File: config.mk
export PLATFORM = sky130hd
export DESIGN_NAME = alu_sched
export DESIGN_NICKNAME = d
export VERILOG_FILES = /design/src/rtl/alu_sched.sv
export SDC_FILE = /design/constraint.sdc
export NUM_CORES = 1
export LEC_CHECK = 0
export CAP_MARGIN = 20
export CORE_AREA = 8 8 154 156
export DETAILED_ROUTE_END_ITERATION = 8
export DIE_AREA = 0 0 162 164
export GPL_ROUTABILITY_DRIVEN = 0
export PLACE_DENSITY_LB_ADDON = 0.12
export SYNTH_ARGS = -nofsm -noshare
export SYNTH_HDL_FRONTEND = slang
export SYNTH_SLANG_ARGS = --single-unit
export TNS_END_PERCENT = 1
File: constraint.sdc
create_clock -name clk -period 2.6 [get_ports clk]
set_clock_uncertainty 0.15 [all_clocks]
set_input_delay 0.52 -clock clk [delete_from_list [all_inputs] [get_ports clk]]
set_output_delay 0.52 -clock clk [all_outputs]
set_load 0.05 [all_outputs]
File: src/rtl/alu_sched.sv
// alu_sched: round-robin scheduler in front of one shared combinational ALU.
//
// One request is accepted at a time over a per-requester valid/ready
// handshake. Its operands and opcode are registered towards the ALU. The ALU
// result is captured and returned with the requester index over a
// valid/ready response channel.
//
// Ports:
//   clk, rst            clock (rising edge), synchronous active-high reset
//   req_valid/req_ready per-requester handshake; req_ready is one-hot or zero
//   req_a/req_b/req_op  packed per-requester operands and opcode
//   alu_a/alu_b/alu_opcode  registered operands to the ALU
//   alu_result/alu_ready    ALU result and its valid indication
//   resp_valid/resp_ready   response handshake
//   resp_data/resp_id/resp_err  captured result, served requester, div-by-zero
//
// Optional feature: define ALU_SCHED_DIVZERO_CHK_EN to answer a divide by
// zero directly with resp_data = 0 and resp_err = 1, without using the ALU.
module alu_sched #(
    parameter int NUM_REQ = 4,
    parameter int DATA_W  = 32,
    parameter int ID_W    = 2
) (
    input  logic                    clk,
    input  logic                    rst,
    input  logic [NUM_REQ-1:0]        req_valid,
    output logic [NUM_REQ-1:0]        req_ready,
    input  logic [NUM_REQ*DATA_W-1:0] req_a,
    input  logic [NUM_REQ*DATA_W-1:0] req_b,
    input  logic [NUM_REQ*2-1:0]      req_op,
    output logic [DATA_W-1:0]         alu_a,
    output logic [DATA_W-1:0]         alu_b,
    output logic [1:0]                alu_opcode,
    input  logic [DATA_W-1:0]         alu_result,
    input  logic                      alu_ready,
    output logic                      resp_valid,
    input  logic                      resp_ready,
    output logic [DATA_W-1:0]         resp_data,
    output logic [ID_W-1:0]           resp_id,
    output logic                      resp_err
);

    typedef enum logic [1:0] {IDLE, EXEC, RESP} state_t;

    state_t            state;
    logic [ID_W-1:0]   last_grant;
    logic [ID_W-1:0]   cur_id;
    logic [ID_W-1:0]   grant;
    logic              found;
    logic              divz;
    int unsigned       idx;

    logic [DATA_W-1:0] a_arr  [NUM_REQ];
    logic [DATA_W-1:0] b_arr  [NUM_REQ];
    logic [1:0]        op_arr [NUM_REQ];

    for (genvar i = 0; i < NUM_REQ; i++) begin : g_unpack
        assign a_arr[i]  = req_a[i*DATA_W +: DATA_W];
        assign b_arr[i]  = req_b[i*DATA_W +: DATA_W];
        assign op_arr[i] = req_op[i*2 +: 2];
    end

    // Round-robin pick: first valid requester at or after last_grant+1, wrapping.
    always_comb begin
        found = 1'b0;
        grant = '0;
        idx   = 0;
        for (int unsigned k = 1; k <= NUM_REQ; k++) begin
            idx = (32'(last_grant) + k) % NUM_REQ;
            for (int unsigned j = 0; j < NUM_REQ; j++) begin
                if (!found && j == idx && req_valid[j]) begin
                    found = 1'b1;
                    grant = ID_W'(j);
                end
            end
        end
    end

    always_comb begin
        req_ready = '0;
        if (state == IDLE && found)
            req_ready[grant] = 1'b1;
    end

`ifdef ALU_SCHED_DIVZERO_CHK_EN
    assign divz = (op_arr[grant] == 2'b11) && (b_arr[grant] == '0);
`else
    // Without the check resp_err is never set and stays at its reset value 0.
    assign divz = 1'b0;
`endif

    always_ff @(posedge clk) begin
        if (rst) begin
            state      <= IDLE;
            last_grant <= ID_W'(NUM_REQ - 1);
            cur_id     <= '0;
            alu_a      <= '0;
            alu_b      <= '0;
            alu_opcode <= '0;
            resp_valid <= 1'b0;
            resp_data  <= '0;
            resp_id    <= '0;
            resp_err   <= 1'b0;
        end else begin
            case (state)
                IDLE: begin
                    if (found) begin
                        cur_id     <= grant;
                        last_grant <= grant;
                        if (divz) begin
                            // ALU bypassed: operands keep their previous values.
                            resp_data  <= '0;
                            resp_id    <= grant;
                            resp_err   <= 1'b1;
                            resp_valid <= 1'b1;
                            state      <= RESP;
                        end else begin
                            alu_a      <= a_arr[grant];
                            alu_b      <= b_arr[grant];
                            alu_opcode <= op_arr[grant];
                            state      <= EXEC;
                        end
                    end
                end
                EXEC: begin
                    if (alu_ready) begin
                        resp_data  <= alu_result;
                        resp_id    <= cur_id;
                        resp_err   <= 1'b0;
                        resp_valid <= 1'b1;
                        state      <= RESP;
                    end
                end
                RESP: begin
                    if (resp_ready) begin
                        resp_valid <= 1'b0;
                        state      <= IDLE;
                    end
                end
                default: state <= IDLE;
            endcase
        end
    end

endmodule

# Word level (Yosys, flattened, before mapping)
# Index checks and enable logic that the tools add are counted.
# op_classes
bitwise_logic,1
eq_ne,17
addsub,4
mux,50
n_reduce_logical,58
order_cmp,3
# op_table
cell,n
$bmux 32 s2,2
$logic_not 32->1,4
$mux 32,4
$mux 2,19
$logic_and 1x1->1,33
$mux 1,20
$eq 2x2->1 const A,8
$logic_not 1->1,15
$eq 1x2->1 const A,4
$ne 2x2->1 const B,3
$pmux 2 s3,1
$reduce_and 3->1,2
$add 2x1->2 const B,2
$add 2x2->2 const B,2
$bmux 2 s2,1
$mux 4,1
$reduce_and 2->1,2
$ge 3x3->1 const B,1
$lt 2x3->1 const B,1
$not 2->3,1
$demux 1 s2,1
$eq 2x1->1 const B,1
$eq 2x2->1 const B,1
$ge 2x1->1 const B,1
other kinds (3),3
# totals
word_cells,142
reg_bits,107
in_bits,304
out_inout_bits,106

# Depth between registers and ports, before layout
# depth
ltp_word,69
depth_mapped,8
depth_no_buf,5

# Worst setup path after synthesis
# OpenSTA, ideal clock, no wires.
# synth_path
path_type,input to output
from,input port req_valid[2]
to,output port req_ready[0]
arrival_time_ns,2.230
slack_ns,-0.300
n_path_buf,3
required_ns,1.930
path_stages,7
path_cell_list,or2_2 -> clkbuf_1 -> nand3_1 -> buf_2 -> buf_2 -> nand2_1 -> nor2_1
# synth_via
elab_chain_cells,59
word_cells_on_any_way,75
cone_classes,order compare (2); mux (31); reduce/logical (42)
# synth_lines
item,line,text
"start, declared",26,"input logic [NUM_REQ-1:0] req_valid,"
$logic_and 1x1->1,71,if (!found && j == idx && req_valid[j]) begin
$mux 1,71,
$logic_not 1->1,71,
$logic_and 1x1->1 (2 in series),71,
$mux 1,71,
$logic_not 1->1,71,
$logic_and 1x1->1 (2 in series),71,
$mux 1,71,
(+40 left out),-,
$logic_not 1->1,71,
$logic_and 1x1->1 (2 in series),71,
$mux 2,71,
$lt 2x3->1 (implied by the code) or $ge 2x1->1 (tied branches),82,req_ready[grant] = 1'b1;
$logic_and 1x1->1 (implied by the code),82,
$mux 1 (implied by the code),82,
$demux 1 s2,82,
$mux 4 (*),81,if (state == IDLE && found)
"end, declared",27,"output logic [NUM_REQ-1:0] req_ready,"
# Mark *: on every way between the ends. The rest lies on a longest branch, timed or not.

# Worst setup path in the final report
# layout_path
from,register last_grant[1]
to,output port req_ready[0]
# layout_via
elab_chain_cells,69
word_cells_on_any_way,104
cone_classes,add/sub (4); order compare (2); eq/ne (12); mux (34); reduce/logical (52)
# layout_lines
item,line,text
"start, declared",46,logic [ID_W-1:0] last_grant;
"start signal, assigned",95,last_grant <= ID_W'(NUM_REQ - 1);
"start signal, assigned",109,last_grant <= grant;
$add 2x1->2,69,idx = (32'(last_grant) + k) % NUM_REQ;
$logic_not 32->1,71,
$logic_and 1x1->1,71,
$mux 1,71,
$logic_not 1->1,71,
$logic_and 1x1->1 (2 in series),71,
$mux 1,71,
$logic_not 1->1,71,
(+51 left out),-,
$logic_not 1->1,71,
$logic_and 1x1->1 (2 in series),71,
$mux 2,71,
$lt 2x3->1 (implied by the code) or $ge 2x1->1 (tied branches),82,
$logic_and 1x1->1 (implied by the code),82,
$mux 1 (implied by the code),82,
$demux 1 s2,82,
$mux 4 (*),81,
# Marks and branches as above.

==> impl_metrics.py <==
metrics = {
    "run_status": {
        "status": "finished clean",
    },
    "floorplan": {
        "start_util_pct": 27.9,
        "rows": 54,
        "ios": 410,
        "die_x_um": 162,
        "die_h_um": 164,
        "die_area_um2": 26600,
        "core_region_area_um2": 21400,
    },
    "clock_network": {
        "cts_tree": "done",
        "cts.path.max_buffers": 2,
        "clock_latency_ns": 0.35,
        "numCtsBuffers": 9,
        "path_clk_slew_ns": 0.07,
        "post_cts_buffers": 0,
        "cts_root_buffer": "clkbuf_16",
        "htree_levels": 3,
        "numClockSinks": 107,
    },
    "setup_path": {
        "slowest_stage": "dfxtp_4",
        "cp-start-kind": "flip-flop",
        "crit_path_max_fanout": 6,
        "critPathMaxStageDelay_ns": 0.42,
        "critical-path-top-delay-family": "flip-flops",
        "cp-end-kind": "output pin",
        "rrSetupSlack_ns": 0.39,
        "critical_path_buf_inv_count": 2,
        "cp.arrival_ns": 1.82,
        "required_ns": 1.93,
        "path_cells": "mux2i_2 -> o22ai_4 -> a21o_1 -> buf_4 -> nor2_2 -> buf_6",
        "crit_type": "flip-flop to output pin",
    },
    "grt": {
        "grt_pass1_wl_um": 40500,
        "grt_max_degree": 60,
        "antenna_found_initial": 3,
        "grt-ovfl-total": 0,
        "grt.total_usage_pct": 19.5,
        "first_global_vias": 6854,
    },
    "routing": {
        "drc": 0,
        "vias": 6440,
        "wl_met1_um": 10400,
        "ant_nets": 0,
        "routed_wl_um": 26800,
        "drt-initial-drc-count": 216,
        "drt-pass1-iter-count": 6,
        "post_drt_via_cell_ratio": 4.84,
        "post_drt_wl_per_cell_um": 20.2,
        "wl_met3_um": 2330,
        "top_layer": "met5",
        "wl_met2_um": 13500,
    },
    "yosys": {
        "syn_nets": 953,
        "ys.warnings.count": 0,
        "yosysSeqAreaShare_pct": 36.0,
        "postSynthCellCount": 649,
        "ys_ff_latch": 107,
        "syn_area_um2": 5960,
        "ys_types": 35,
        "avgSynthCellArea_um2": 9.18,
    },
    "job": {
        "cap_violations": 0,
    },
    "power": {
        "p_leak_uw": 0.00436,
        "max-vdd-ir-drop_uv": 263,
        "power_density_nw_per_um2": 559,
    },
    "cells_and_area": {
        "nets": 1348,
        "fillCellCount": 2026,
        "areaGrowthSynthToFinish_pct": 84.0,
        "final_area_um2": 11000,
        "drive_above_1_share_pct": 11.0,
    },
    "placement": {
        "post_dp_cell_area_um2": 10600,
        "pre_cts_ws_ns": -0.183,
        "portBuffers": 408,
        "hpwl_um": 21400,
    },
    "timing": {
        "max_slew_margin_pct": 52.1,
        "setup_violations": 0,
        "rsz0062_at_grt": "false",
        "min_period_ns": 2.49,
        "finalHoldViolCount": 0,
        "period_share_pct": 95.7,
        "tightest_slew_ns": 0.718,
        "maxSlewViolCount": 0,
        "setup_slack_ns": 0.112,
        "fmax_mhz": 402,
    },
    "min_path": {
        "hp-class": "flip-flop to flip-flop",
    },
}
## per-layer routing
metal  vias to the layer above  GRT usage (%)
li1                       3201              -
met1                      2945           21.2
met2                       258           35.2
met3                        32           6.59
met4                         4           6.23
met5                         -              0
## layout by cell type, fill, tap and decap left out, types with 2 or more instances in the layout
cell and instances:
o221ai_1 6, clkdlybuf4s50_1 399, clkbuf_16 9, inv_1 32
or3_2 2, a21oi_1 39, dfxtp_1 106, nor2_2 4
nor2_1 7, diode_2 2, nand3b_1 36, buf_12 13
or2_2 2, inv_6 3, a211oi_1 90, o21bai_1 31
mux2i_1 102, dlymetal6s2s_1 2, nand2_1 72, buf_6 2
o221ai_2 30, buf_4 32
## cell usage after synthesis, drive strengths merged
library cell | number | area [µm²]
dfxtp | 107 | 2140
o21bai | 31 | 233
o31a | 1 | 8.76
a21o | 1 | 7.51
buf | 23 | 139
nand2 | 73 | 274
o21a | 1 | 7.51
o22ai | 1 | 12.5
nor2b | 2 | 12.5
a211o | 1 | 8.76
o221ai | 36 | 503
nand3b | 36 | 270
inv | 32 | 120
o31ai | 1 | 12.5
or2 | 2 | 12.5
nor4 | 1 | 6.26
nand3 | 1 | 5.00
nor3 | 1 | 5.00
nand4 | 1 | 6.26
a21oi | 40 | 204
mux2i | 103 | 1030
conb | 1 | 3.75
o21ai | 2 | 10.0
nand2b | 2 | 12.5
clkbuf | 43 | 161
nor2 | 12 | 45.0
a211oi | 90 | 676
a2111oi | 1 | 8.76
or3 | 2 | 12.5
a31oi | 1 | 6.26
## sequential cells by signal, summed over array words and instances, names as in the netlist
| signal | count |
|---|---|
| resp_valid | 1 |
| resp_data | 32 |
| state | 2 |
| cur_id | 2 |
| alu_b | 32 |
| last_grant | 2 |
| alu_opcode | 2 |
| resp_id | 2 |
| alu_a | 32 |
## worst min-delay path: cells and delay by family, from the launching register on
kind | cells | cell delay (ns)
AOI/OAI and AO/OA | 1 | 0.05
DFF | 1 | 0.31
and+or+nand+nor | 1 | 0.05
## logic make-up (layout without fill, tap and decap cells)
group / count (synthesis) / count (layout) / synth area share (%)
DFF: 107 / 107 / 36.0
AOI/OAI and AO/OA: 207 / 207 / 28.5
other: 1 / 3 / 0.0630
and+or+nand+nor: 133 / 133 / 11.1
muxes: 103 / 103 / 17.3
buffers and inverters: 98 / 498 / 7.06
## worst paths after layout
| path | end | cells past startpoint | start |
|---|---|---|---|
| setup / recovery | req_ready[0] | 6 | last_grant[1] |
| setup reg to reg | alu_b[18] | 6 | last_grant[1] |
| hold / removal | resp_id[1] | 2 | cur_id[1] |
| hold reg to reg | resp_id[1] | 2 | cur_id[1] |
## power by group
part / switching [µW] / internal (µW)
logic: 1530 / 1250
registers: 116 / 1840
clock network: 707 / 678
total: 2360 / 3770
## stage by stage
step	setup TNS, ns	cells	util (%)	hold WS [ns]	total power [µW]
4_1_cts	-0.0345	1329	51.2	0.307	6240
3_5_place_dp	-7.55	1313	49.7	0.296	4790
6_report	0	1331	51.3	0.301	6130
3_3_place_gp	-4.10	1313	49.7	0.289	4780
2_1_floorplan	-0.478	649	-	0.282	3540
5_1_grt	0	1330	51.3	0.319	6450
## layout make-up
type                       count  area (µm²)  share of cell area (%)
tap                          280         350                    3.20
sequential                   107        2150                    19.6
inverter                      32         120                    1.10
antenna                        2        5.00                  0.0457
clock buffer                   9         225                    2.05
timing repair buffer         450        4560                    41.6
clock inverter                 7        67.6                   0.616
multi-input combinational    444        3490                    31.9
## repair_timing
item / CTS / global route
endpoints found under the setup margin: 4 / 4
resized for setup: 15 / 7
pin swaps: 1 / 1
hold buffers: 0 / 0
No activity file was read; power rests on OpenSTA's default activity.
